File: config.mk
export PLATFORM = sky130hd
export DESIGN_NAME = fetch_unit
export DESIGN_NICKNAME = d
export VERILOG_FILES = /design/src/rtl/fetch_unit.sv
export SDC_FILE = /design/constraint.sdc
export NUM_CORES = 1
export LEC_CHECK = 0
export BUFFER_PORTS_ARGS = -buffer_cell sky130_fd_sc_hd__buf_2
export CORE_MARGIN = 2
export CORE_UTILIZATION = 55
export CTS_BUF_LIST = sky130_fd_sc_hd__clkbuf_4
export DETAILED_ROUTE_END_ITERATION = 10
export GPL_ROUTABILITY_DRIVEN = 0
export PLACE_DENSITY_LB_ADDON = 0.3
export SETUP_SLACK_MARGIN = 0.02
export SLEW_MARGIN = 15
export SYNTH_ARGS = -nofsm -noshare
export SYNTH_HDL_FRONTEND = slang
export SYNTH_SLANG_ARGS = --single-unit
File: constraint.sdc
create_clock -name clk -period 4.6 [get_ports clk]
set_input_delay 1.15 -clock clk [delete_from_list [all_inputs] [get_ports clk]]
set_output_delay 1.15 -clock clk [all_outputs]
set_load 0.03 [all_outputs]
File: src/rtl/fetch_unit.sv
// ---------------------------------------------------------------------------
// fetch_unit
//
// Instruction fetch stage of the RV32I pipeline. Generates the program
// counter, issues word requests to instruction memory over a request/grant
// handshake, buffers returned words in a 2-entry queue so decode stalls never
// lose an instruction, and redirects on taken branches by flushing the queue
// and discarding every response still in flight.
//
// Ports:
//   clk              pipeline clock, rising edge
//   rst              asynchronous active-low reset
//   imem_req         fetch request valid
//   imem_addr        word address of the request (bits [1:0] always 0)
//   imem_gnt         request accepted this cycle (imem_req & imem_gnt)
//   imem_rvalid      response valid, in order, one per accepted request
//   imem_rdata       instruction word qualified by imem_rvalid
//   branch_taken     redirect request from execute (overrides stall)
//   branch_target    redirect PC, bits [1:0] treated as 0
//   stall            decode cannot take the presented instruction
//   INSTRUCTION_OUT  instruction word to decode (NOP when empty)
//   PC_OUT           address of INSTRUCTION_OUT
//   VALID_OUT        INSTRUCTION_OUT/PC_OUT valid
// ---------------------------------------------------------------------------
module fetch_unit #(
    parameter logic [31:0] RESET_PC = 32'h0000_0000
) (
    input  logic        clk,
    input  logic        rst,
    output logic        imem_req,
    output logic [31:0] imem_addr,
    input  logic        imem_gnt,
    input  logic        imem_rvalid,
    input  logic [31:0] imem_rdata,
    input  logic        branch_taken,
    input  logic [31:0] branch_target,
    input  logic        stall,
    output logic [31:0] INSTRUCTION_OUT,
    output logic [31:0] PC_OUT,
    output logic        VALID_OUT
);

    localparam logic [31:0] NOP = 32'h0000_0013;

    // Held low through reset so no request is issued until the first clock
    // edge after reset release.
    logic        r_run;
    logic [31:0] r_pc;
    // Address of the next response that will be kept. Responses that are not
    // dropped always belong to a consecutive run of requests starting at the
    // last redirect (or reset), so a single counter stands in for a per-request
    // address queue.
    logic [31:0] r_respPc;
    logic [1:0]  r_outstanding;
    logic [1:0]  r_drop;
    logic [1:0]  r_count;
    logic        r_head;
    logic [31:0] r_wordQ [0:1];
    logic [31:0] r_pcQ   [0:1];
    logic [31:0] r_lastPc;

    logic        w_pop;
    logic        w_accept;
    logic        w_write;
    logic        w_tail;
    logic [2:0]  w_credit;
    logic [31:0] w_target;

    // Masking with a constant keeps every target bit in use while forcing
    // word alignment.
    assign w_target = branch_target & ~32'h0000_0003;

    assign VALID_OUT       = (r_count != 2'd0) & ~branch_taken;
    assign INSTRUCTION_OUT = (r_count != 2'd0) ? r_wordQ[r_head] : NOP;
    assign PC_OUT          = (r_count != 2'd0) ? r_pcQ[r_head]   : r_lastPc;

    assign w_pop = VALID_OUT & ~stall;

    // Credit rule: every in-flight request owns a FIFO slot, so a new request
    // is only issued while in-flight plus buffered (after this cycle's pop)
    // stays below the FIFO depth. This is what makes the FIFO overflow-free.
    assign w_credit  = {1'b0, r_outstanding} + {1'b0, r_count} - {2'b00, w_pop};
    assign imem_req  = r_run & ~branch_taken & (w_credit < 3'd2);
    assign imem_addr = r_pc;
    assign w_accept  = imem_req & imem_gnt;

    // With count 0 or 2 the tail slot equals the head slot; with count 1 it
    // is the other slot.
    assign w_tail  = r_head ^ r_count[0];
    assign w_write = imem_rvalid & (r_drop == 2'd0) & ~branch_taken;

    // All fetch state lives in one block. A redirect wins over everything:
    // it empties the FIFO, restarts the PC at the target and marks every
    // response still pending after this cycle for discard.
    always_ff @(posedge clk or negedge rst) begin
        if (!rst) begin
            r_run         <= 1'b0;
            r_pc          <= RESET_PC;
            r_respPc      <= RESET_PC;
            r_outstanding <= 2'd0;
            r_drop        <= 2'd0;
            r_count       <= 2'd0;
            r_head        <= 1'b0;
            r_wordQ[0]    <= NOP;
            r_wordQ[1]    <= NOP;
            r_pcQ[0]      <= RESET_PC;
            r_pcQ[1]      <= RESET_PC;
            r_lastPc      <= RESET_PC;
        end else begin
            r_run <= 1'b1;
            if (r_count != 2'd0) begin
                r_lastPc <= r_pcQ[r_head];
            end
            if (branch_taken) begin
                // No request can be accepted in a redirect cycle, so the
                // pending count only loses this cycle's response, which is
                // itself discarded.
                r_pc          <= w_target;
                r_respPc      <= w_target;
                r_count       <= 2'd0;
                r_head        <= 1'b0;
                r_outstanding <= r_outstanding - {1'b0, imem_rvalid};
                r_drop        <= r_outstanding - {1'b0, imem_rvalid};
            end else begin
                if (w_accept) begin
                    r_pc <= r_pc + 32'd4;
                end
                r_outstanding <= r_outstanding + {1'b0, w_accept} - {1'b0, imem_rvalid};
                if (imem_rvalid && (r_drop != 2'd0)) begin
                    r_drop <= r_drop - 2'd1;
                end
                if (w_write) begin
                    r_wordQ[w_tail] <= imem_rdata;
                    r_pcQ[w_tail]   <= r_respPc;
                    r_respPc        <= r_respPc + 32'd4;
                end
                r_count <= r_count + {1'b0, w_write} - {1'b0, w_pop};
                if (w_pop) begin
                    r_head <= ~r_head;
                end
            end
        end
    end

endmodule

-- After elaboration in Yosys (flattened, before gate mapping)
Index checks and enable logic that the tools add are counted.
- register bits: 232
- input bits: 70
- output and inout bits: 98
- word-level logic and storage cells: 71
- add/subtract/negate cells: 10
- magnitude comparators: 4
- muxes and demuxes: 22
- bitwise operators: 13
- reductions and logical operators: 10
- operators by type and width (cell ; number):
    $mux W32 ; 13
    $bwmux W64 ; 2
    $add A32 B3 Y32 const B ; 2
    $demux W32 S1 ; 1
    $reduce_bool A2 Y1 ; 6
    $mux W2 ; 4
    $and A1 B1 Y1 ; 7
    $sub A2 B1 Y2 ; 3
    $add A2 B1 Y2 ; 2
    $ge A2 B2 Y1 const B ; 2
    $not A1 Y2 ; 2
    $add A2 B2 Y3 ; 1
    $lt A3 B2 Y1 const B ; 1
    $not A1 Y1 ; 3
    $sub A3 B1 Y3 ; 1
    $logic_and A1 B1 Y1 ; 2
    $logic_not A2 Y1 ; 1
    $lt A2 B1 Y1 const B ; 1
    $mux W1 ; 2
    $reduce_and A2 Y1 ; 1
    $sub A2 B1 Y2 const B ; 1
    $xor A1 B1 Y1 ; 1

-- Longest topological paths before layout
Gate-level depths: netlist (run 1).
- depth after elaboration: 10
- depth in mapped cells: 14
- gate-level depth less buffers: 14

-- Worst setup path after synthesis (run 1)
Ideal clock, no wire load.
- kind: input to output
- start point: in branch_taken
- end point: out imem_req
- arrival: 3.036 ns
- data required time: 3.450 ns
- path slack: 0.414 ns
- stages: 6
- buffers on the path: 1
- cell sequence: clkbuf_1 > nor4_1 > o21ai_0 > fa_1 > xor2_1 > and3_1
- word-level cells in the longest chain between the ends: 6
- elaborated cells on any way between the ends: 7
- classes of those cells: 1 x add/sub; 1 x order compare; 5 x bitwise
- ends and longest elaborated chain (what ; RTL line ; text):
    from (decl) ; 35 ; input logic branch_taken,
    $not A1 Y1 (no line) * ; -- ;
    $and A1 B1 Y1 ; 73 ; assign VALID_OUT = (r_count != 2'd0) & ~branch_taken;
    $and A1 B1 Y1 ; 77 ; assign w_pop = VALID_OUT & ~stall;
    $sub A3 B1 Y3 ; 82 ; assign w_credit = {1'b0, r_outstanding} + {1'b0, r_count} - {2'b00, w_pop};
    $lt A3 B2 Y1 ; 83 ; assign imem_req = r_run & ~branch_taken & (w_credit < 3'd2);
    $and A1 B1 Y1 * ; 83 ;
    to (decl) ; 30 ; output logic imem_req,
Every way passes the cells marked *; elsewhere a longest branch is shown, timed or not.

-- Worst setup path after layout (run 1)
Ends and elaborated chain as after synthesis.

==> run summary, run 1 <==
count leader, synth = dfrtp_1
effective utilization at floorplan = 0.565
Layout fillers = 1497
xor/xnor share of the synthesized area = 0.0205
antenna violations before repair = 3
largest cells by area after synthesis = dfrtp_1 51%, mux2_2 14%, mux2i_1 6.1%, o21ai_0 2.3%, nor2_1 2.2%
H-tree Lvls = 2
final setup vio count = 0
core area = 0.0189 mm2
DR pass1 iterations = 5
sequential fraction of the synthesis area = 0.526
Logic pwr share = 0.335
P&R area growth vs syn = 17.2%
WHS = 0.476 ns
worst vdd ir = 0.000419 V
Slew Viols, Final = 0
type of origin of the critical path = primary input
critical path peak fanout = 11
CTS tree = built
post-synth top area share = 0.511
Max-slew headroom = 0.285
Synth area leader = dfrtp_1
CP Capture Type = output pin
Seq pwr share = 0.431
final hold vios = 0
port bufs = 163
post-synthesis simple-gate area fraction = 0.136
WL per Instance = 17.3 um
Post-synth ARST share = 1.00
# DRC = 0
Clock Latency Late Sink = 0.71 ns
most frequent cells after synthesis = 218 x dfrtp_1, 133 x mux2_2, 65 x mux2i_1, 62 x nor2_1, 54 x nand2_1
Cell Area, Synth = 0.0107 mm2
CP max stage delay = 0.59 ns
number of global-route vias before repair = 7865
die width = 143 um
Net count, final = 1202
r2r worst-path depth = 13
fmax = 238 MHz
total die area = 0.0205 mm2
hold_buf cts = 0
Clock Skew = 0.0481 ns
remaining global-route overflow = 0
# resized after CTS = 0
Final HPWL DP = 16.6 mm
number of synthesized flops with an enable pin = 0
TritonCTS buffer count = 58
post-layout minimum cycle time = 4.20 ns
Yosys Warn Count = 0
PwrDens = 576 mW/mm2
vias per cell = 5.66
status = finished, final reports clean
Critical Path, Cell by Cell = buf_2, nor4_1, o21ai_0, fa_1, and2_1, and3_1, buf_2
switching share of power = 0.364
hold crit path type = reg2reg
DRT iter0 DRCs = 411
Routed WL = 24.6 mm
Main synth FF type = dfrtp_1
Crit path arrival time = 3.05 ns
post-synthesis compound-gate area fraction = 0.0756
Critical Path Slowest Stage Cell = fa_1
Clock power frac = 0.233
post-synthesis mux area share = 0.201
Die Height = 143 um
clk sinks = 224
setup TNS = 0 ns
required time of the critical path = 3.45 ns
Yosys cell types = 46
Worst R2R Setup Slack = 1.32 ns
gr usage total = 0.243
CTS clock-pin slew for the worst setup and hold paths = 0.06 ns
Max Buffers Root-to-Sink = 3
Power Internal = 0.00458 W
# rows = 50
largest family of logic cells by synthesized area = multiplexers
post-CTS setup repair buffer count = 0
post-synthesis instance total = 941
Max Cap Violations = 0
Synth Area per Inst = 11.3 um2
fin crit share = 0.912
hold path depth = 1
CTS Root Cell = clkbuf_4
Synth Area in Adders = 0.0124
#FFs+latches synth = 224
Post-DRT Antenna Nets = 0
most frequent CP cell = buf_2
Worst-Margin Slew = 1.07 ns
NetSw = 0.00262 W
global-route wire length before repair = 39.5 mm
Vias = 8056
share of cells above drive strength 1 = 0.367
Ports = 168
leakage dissipation = 5.59 nW
largest net degree at the start of global routing = 105
Worst Path Class, Setup = in2out
RSZ-0062 raised after global routing = no
[routing by layer]
metal | wire length (um) | part of all wire | vias to the layer above | GRT usage
li1 | - | - | 3835 | -
met1 | 11000 | 0.45 | 3957 | 0.334
met2 | 11800 | 0.48 | 221 | 0.383
met3 | 1290 | 0.053 | 43 | 0.0477
met4 | 520 | 0.021 | 0 | 0.0949
met5 | 0 | 0 | - | 0
[cell type report]
cell class / instances / area (um2) / area share
Antenna cell: 3 / 7.51 / 0.000600
Clock buffer: 92 / 691 / 0.0552
Clock inverter: 7 / 35.0 / 0.00280
Inverter: 15 / 56.3 / 0.00450
Multi-Input combinational cell: 642 / 4800 / 0.383
Sequential cell: 224 / 5620 / 0.449
Tap cell: 260 / 325 / 0.0260
Timing Repair Buffer: 181 / 986 / 0.0788
[registers in the layout, indices dropped and copies added, names as in the netlist]
register / count
r_head: 1
r_outstanding: 2
r_respPc: 30
imem_addr: 30
r_drop: 2
r_count: 2
r_lastPc: 32
r_pcQ: 60
r_wordQ: 64
r_run: 1
[power groups by stage]
| stage | Clock (W) | Sequential (W) | Combinational (W) |
|---|---|---|---|
| floorplan | 0 | 0.00303 | 0.00182 |
| global placement | 0 | 0.00310 | 0.00238 |
| detailed placement | 0 | 0.00314 | 0.00244 |
| CTS | 0.00174 | 0.00311 | 0.00245 |
| global route | 0.00184 | 0.00320 | 0.00265 |
| finish | 0.00168 | 0.00311 | 0.00242 |
[metrics by stage]
stage	instance area (um2)	worst slack, ns	total power, W	instances	utilization
floorplan	10700	0.414	0.00484	942	-
global placement	11800	0.435	0.00548	1322	0.624
detailed placement	11800	0.414	0.00558	1322	0.624
CTS	12500	0.360	0.00729	1421	0.662
global route	12500	0.217	0.00768	1424	0.662
finish	12500	0.403	0.00720	1424	0.662
[final timing paths]
path,start,end
worst max-delay path,branch_taken,imem_req
worst min-delay path,r_lastPc[0],r_lastPc[0]
worst max register to register,r_count[1],r_outstanding[1]
worst min register to register,r_lastPc[0],r_lastPc[0]
max in group asynchronous,rst,r_wordQ[5]
min in group asynchronous,rst,imem_addr[16]
[placed cells by master (no fill, tap or decap), types with 9 or more instances in the layout]
master,synthesis,routed
clkbuf_4,0,92
a21oi_1,15,15
and4_1,13,13
inv_1,15,14
nand4_1,14,14
mux2i_1,65,65
nor4_1,17,16
ha_1,9,9
or4_1,13,13
nand2_1,54,54
nand3_1,28,28
nor3_1,22,22
nor2b_1,12,11
xor2_1,10,10
a311oi_1,10,10
buf_4,2,16
dfrtp_1,218,217
nor2_1,62,60
o21ai_0,49,49
a211oi_1,13,13
xnor2_1,15,15
and3_1,15,15
mux2_2,133,133
buf_2,4,162
o31ai_1,13,13
a31oi_1,16,16
[cells by family (layout without fill, tap and decap cells)]
group,count (synthesis),after routing
compound gates,129,129
mux,198,198
fa+ha+maj,10,10
simple gates,277,277
buf+inv,76,295
flops,224,224
xor+xnor,25,25
other cells,2,6
[critical path: cells and delay by family]
kind	cells	cell delay, ns
buffers and inverters	2	0.36
adders and majority gates	1	0.59
and+or+nand+nor	3	0.76
AOI/OAI and AO/OA	1	0.18
No activity file was read; power rests on OpenSTA's default activity.
==> run 2: changes to the inputs <==
==> constraint.sdc (replaced) <==
create_clock -name clk -period 4.6 [get_ports clk]
set_input_delay 0 -clock clk [delete_from_list [all_inputs] [get_ports clk]]
set_output_delay 0 -clock clk [all_outputs]
set_load 0.03 [all_outputs]
==> run 2 against run 1 <==
Against the previous run: critical path type is now reg2reg; via count increased by 3.7%; critical path depth is 2 higher; largest power group unchanged; highest routed layer unchanged; final area grew 5.5%; the run now ends with hold timing left; cell count is 4.8% higher; routed wire length is 4.1% higher; count of clock-buffer cells in the layout rose by 5.
==> run summary, run 2 (synthesis results as in run 1) <==
status = complete, but fails checks
failing checks = hold timing
die width = 143 um (unchanged)
Largest Register = r_wordQ
leading cell type in the layout, fill and taps excluded = dfrtp_1
clk sinks = 224 (unchanged)
most frequent cells in the layout = 217 x dfrtp_1, 162 x buf_2, 133 x mux2_2, 97 x clkbuf_4, 71 x dlygate4sd3_1
Max-slew headroom = 0.377 (+0.0915)
fin crit share = 0.789 (-0.124)
port bufs = 163 (unchanged)
Power Internal = 0.00466 W (+1.7%)
register area = 0.00562 mm2 (unchanged)
hold crit path type = in2async
number of global-route vias before repair = 8324 (+5.8%)
Critical Path, Cell by Cell = inv_1, nor4_1, o21ai_0, fa_1, xor2_1, nand3_1, a21oi_1, a21oi_1, dlygate4sd3_1
CTS tree = built
P&R area growth vs syn = 23.6%
global-route wire length before repair = 41.2 mm (+4.3%)
Post-DRT Antenna Nets = 0 (unchanged)
Ports = 168 (unchanged)
PwrDens = 554 mW/mm2 (-3.8%)
final setup margin = 0.972 ns (+0.570 ns)
met1 Use GR = 0.343 (+0.00947)
share of cells above drive strength 1 = 0.343 (-0.0241)
Clock Skew = 0.0586 ns (+0.0105 ns)
DR pass1 iterations = 5 (unchanged)
post-layout minimum cycle time = 3.63 ns (-0.570 ns)
total die area = 0.0205 mm2 (unchanged)
DP Worst Slack = 1.18 ns (+0.769 ns)
met3 GRT Util = 0.0447 (-0.00300)
WHS = -0.0219 ns (-0.498 ns)
Max Cap Violations = 0 (unchanged)
Crit path arrival time = 4.15 ns (+1.10 ns)
setup TNS = 0 ns (unchanged)
Routed WL = 25.6 mm (+4.1%)
final hold vios = 9 (+9)
Critical Path Slowest Stage Cell = dlygate4sd3_1
CTS Root Cell = clkbuf_4
CP max stage delay = 0.58 ns (about the same)
largest net degree at the start of global routing = 122 (+16%)
Worst Path Class, Setup = reg2reg
Clock Latency Late Sink = 0.70 ns (about the same)
Layout fillers = 1419 (-5.2%)
largest registers = r_wordQ x64, r_pcQ x60, r_lastPc x32
Vias = 8354 (+3.7%)
global routing's busiest layer = met2
# DRC = 0 (unchanged)
core area = 0.0189 mm2 (unchanged)
Worst-Margin Slew = 0.935 ns (-0.137 ns)
most frequent CP cell = a21oi_1
H-tree Lvls = 2 (unchanged)
Die Height = 143 um (unchanged)
# resized after CTS = 0 (unchanged)
leakage dissipation = 5.87 nW (+5.0%)
# rows = 50 (unchanged)
Net count, final = 1266 (+5.3%)
Logic pwr share = 0.340 (+0.005)
Final HPWL DP = 16.1 mm (-3.0%)
effective utilization at floorplan = 0.565 (unchanged)
gr usage total = 0.251 (+0.00800)
Max Buffers Root-to-Sink = 3 (unchanged)
Seq pwr share = 0.421 (-0.010)
WL per Instance = 17.2 um (-0.64%)
critical path peak fanout = 12 (+1)
CTS clock-pin slew for the worst setup and hold paths = 0.06 ns (about the same)
remaining global-route overflow = 0 (unchanged)
antenna violations before repair = 1 (-2)
worst vdd ir = 0.000473 V (+13%)
GRT met2 Usage = 0.402 (+0.0189)
DRT iter0 DRCs = 507 (+23%)
switching share of power = 0.363 (-0.00106)
Clock power frac = 0.238 (+0.005)
fmax = 276 MHz (+16%)
CP Capture Type = flip-flop
Slew Viols, Final = 0 (unchanged)
type of origin of the critical path = flip-flop
TritonCTS buffer count = 60 (+3.4%)
max reg flops = 64 (unchanged)
required time of the critical path = 5.13 ns (+1.68 ns)
final setup vio count = 0 (unchanged)
RSZ-0062 raised after global routing = no
multi-input logic area = 0.00480 mm2 (unchanged)
vias per cell = 5.60 (-1.0%)
NetSw = 0.00265 W (+1.2%)
## run 2: changes by cell type in the layout (fill, tap and decap cells not counted)
cell and delta:
buf_4 -9, clkbuf_4 +5, clkinv_1 +3, clkinv_4 -1
diode_2 -2, dlygate4sd3_1 +71, inv_6 +1
## run 2: metrics by stage
stage	util	cell area, um2	hold WS, ns	std cells	power, W
after global placement	0.620	11700	0.147	1313	0.00546
after floorplan	-	10700	-0.296	942	0.00484
final	0.699	13200	-0.0219	1492	0.00731
after global routing	0.699	13200	0.0580	1492	0.00779
after detailed placement	0.620	11700	0.148	1313	0.00556
after CTS	0.699	13200	0.00802	1491	0.00739
## run 2: final timing paths
kind | start | end | slack (ns) | cells past startpoint
min in group clk | imem_rdata[6] | r_wordQ[6] | 0.10 | 3
min reg2reg | r_lastPc[0] | r_lastPc[0] | 0.48 | 1
min | rst | imem_addr[9] | -0.02 | 2
max in group asynchronous | rst | r_pcQ[43] | 3.58 | 3
max reg2reg | r_count[1] | imem_addr[4] | 0.97 | 9
max | r_count[1] | imem_addr[4] | 0.97 | 9
## run 2: power by group through the flow
stage	registers, W	clock network [W]	logic (W)
finish	0.00308	0.00174	0.00249
global route	0.00316	0.00191	0.00272
CTS	0.00307	0.00180	0.00251
detailed placement	0.00311	0	0.00245
global placement	0.00307	0	0.00239
floorplan	0.00303	0	0.00182
## run 2: area by class of cell
class,count,area share
sequential,224,0.425
multi-input combinational,642,0.363
timing repair buffer,243,0.123
clock buffer,97,0.0552
tap,260,0.0246
inverter,15,0.00426
clock inverter,10,0.00351
antenna,1,0.000190
## run 2: critical path: cells and delay by family, from the launching register on
family | cells | cell delay, ns
flip-flops | 1 | 0.54
AO/OA/AOI/OAI | 3 | 0.55
AND/OR/NAND/NOR | 2 | 0.91
buffers and inverters | 2 | 0.70
XOR/XNOR | 1 | 0.35
adder cells (fa/ha/maj) | 1 | 0.46
## run 2: routing by layer
layer	vias to the layer above	share of wire
met2	248	0.48
met5	-	0
met4	0	0.025
met3	56	0.055
li1	3955	-
met1	4095	0.44
## run 2: what timing repair did
action | in CTS | in global routing
endpoints found under the hold margin | 251 | 0
setup buffers | 0 | 0
hold buffers | 71 | 0
==> run 3: changes to the inputs <==
clock period = 3.4 ns   (was 4.6 ns; I/O delays follow)
==> run 3 against run 2 <==
Against the previous run: the flow now finishes without violations; sequential share of layout area shrank 0.11 points; die area stayed put; non-clock buffer count increased by 8; setup slack got worse by 0.69 ns; global-route usage rose by 0.62 points; sequential power rose by 35%.
==> run summary, run 3 (synthesis results as in run 1) <==
global-route wire length before repair = 42.0 mm (+1.9%)
CTS Root Cell = clkbuf_4
PwrDens = 746 mW/mm2 (+35%)
Die Height = 143 um (unchanged)
Final HPWL DP = 16.5 mm (+2.0%)
Post-Layout Inst Area = 0.0132 mm2 (+0.26%)
leakage dissipation = 5.89 nW (+0.30%)
fin crit share = 0.918
max reg flops = 64 (unchanged)
fmax = 320 MHz
final core utilization = 0.701 (+0.00179)
Max-slew headroom = 0.381 (+0.00407)
worst vdd ir = 0.000583 V (+23%)
die width = 143 um (unchanged)
leading cell type in the layout, fill and taps excluded = dfrtp_1
Worst Path Class, Setup = reg2out
Layout fillers = 1432 (+0.92%)
required time of the critical path = 3.40 ns (-1.73 ns)
# DRC = 0 (unchanged)
core area = 0.0189 mm2 (unchanged)
Worst-Margin Slew = 0.928 ns (-0.00611 ns)
TritonCTS buffer count = 59 (-1.7%)
Largest Register = r_wordQ
number of global-route vias before repair = 8464 (+1.7%)
H-tree Lvls = 2 (unchanged)
hold crit path type = in2reg
CTS clock-pin slew for the worst setup and hold paths = 0.06 ns (about the same)
WL per Instance = 17.3 um (+0.92%)
total power = 0.00987 W (+35%)
post-layout minimum cycle time = 3.12 ns
antenna violations before repair = 1 (unchanged)
DRT iter0 DRCs = 408 (-20%)
Routed WL = 25.8 mm (+0.65%)
Crit path arrival time = 3.12 ns (-1.03 ns)
CP Capture Type = output pin
CTS tree = built
Critical Path Slowest Stage Cell = nor4_1
DR pass1 iterations = 5 (unchanged)
largest registers = r_wordQ x64, r_pcQ x60, r_lastPc x32
Max Buffers Root-to-Sink = 3 (unchanged)
Post-DRT Antenna Nets = 0 (unchanged)
total die area = 0.0205 mm2 (unchanged)
P&R area growth vs syn = 24.0%
largest net degree at the start of global routing = 95 (-22%)
final hold vios = 0 (-9)
Net count, final = 1273 (+0.55%)
Clock Skew = 0.0383 ns (-0.0203 ns)
critical path peak fanout = 6 (-6)
port bufs = 163 (unchanged)
most frequent cells in the layout = 217 x dfrtp_1, 162 x buf_2, 133 x mux2_2, 88 x clkbuf_4, 70 x dlygate4sd3_1
Max Cap Violations = 0 (unchanged)
Ports = 168 (unchanged)
gr usage total = 0.257 (+0.00618)
type of origin of the critical path = flip-flop
vias per cell = 5.65 (+0.90%)
setup TNS = 0 ns (unchanged)
CP max stage delay = 0.49 ns (-0.09 ns)
Vias = 8407 (+0.63%)
status = finished, final reports clean
Slew Viols, Final = 0 (unchanged)
Clock Latency Late Sink = 0.67 ns (-0.03 ns)
share of cells above drive strength 1 = 0.344 (+0.00112)
final setup vio count = 0 (unchanged)
# rows = 50 (unchanged)
DP Area = 0.0118 mm2 (+0.55%)
Critical Path, Cell by Cell = nor4_1, o21ai_0, fa_1, xor2_1, and3_1, buf_2
clk sinks = 224 (unchanged)
RSZ-0062 raised after global routing = no
effective utilization at floorplan = 0.565 (unchanged)
remaining global-route overflow = 0 (unchanged)
[run 3: metrics by stage]
| step | instances | worst slack, ns | hold slack (ns) |
|---|---|---|---|
| floorplan | 942 | 0.486 | -0.296 |
| global placement | 1320 | 0.403 | 0.0688 |
| detailed placement | 1320 | 0.270 | 0.0663 |
| CTS | 1486 | 0.217 | 0.0581 |
| global route | 1488 | 0.0634 | 0.0678 |
| finish | 1488 | 0.280 | 0.111 |
[run 3: power breakdown]
part / switching [W] / internal [W]
registers: 0.000538 / 0.00361
logic: 0.00199 / 0.00145
clock network: 0.00105 / 0.00123
total: 0.00358 / 0.00629
[run 3: worst paths after layout]
path	start	to	slack [ns]	cells after the start
worst max-delay path	r_count[0]	imem_req	0.28	6
worst min-delay path	branch_target[7]	r_respPc[7]	0.11	3
worst max register to register	r_count[0]	imem_addr[18]	0.30	7
worst min register to register	r_lastPc[0]	r_lastPc[0]	0.48	1
max in group asynchronous	rst	r_head	2.48	4
min in group asynchronous	rst	imem_addr[4]	0.52	4
[run 3: worst max-delay path, delay by kind of cell (launching register included)]
| kind | cells | cell delay [ns] |
|---|---|---|
| adders and majority gates | 1 | 0.46 |
| xor gates and xnor gates | 1 | 0.41 |
| buffers and inverters | 1 | 0.21 |
| DFF | 1 | 0.38 |
| AOI/OAI and AO/OA | 1 | 0.22 |
| and+or+nand+nor | 2 | 0.75 |
[run 3: final cells by class]
type,instances,area (um2),share of cell area
diodes,1,2.50,0.000189
clock buffers,88,661,0.0499
clock inverters,7,52.6,0.00397
inverters,15,56.3,0.00425
multi-input cells,642,4800,0.363
flip-flops and latches,224,5620,0.424
well taps,260,325,0.0246
repair buffers,251,1720,0.130
[run 3: timing repair]
action	in CTS	in global routing
setup buffers	0	1
resized for setup	0	1
endpoints found under the setup margin	0	8
hold buffers	71	0
endpoints found under the hold margin	349	0
[run 3: per-layer routing]
metal	share of wire	up-vias	GRT usage
met5	0	-	0
met4	0.023	0	0.0877
met3	0.056	51	0.0553
met2	0.48	268	0.425
met1	0.44	4122	0.339
li1	-	3966	-
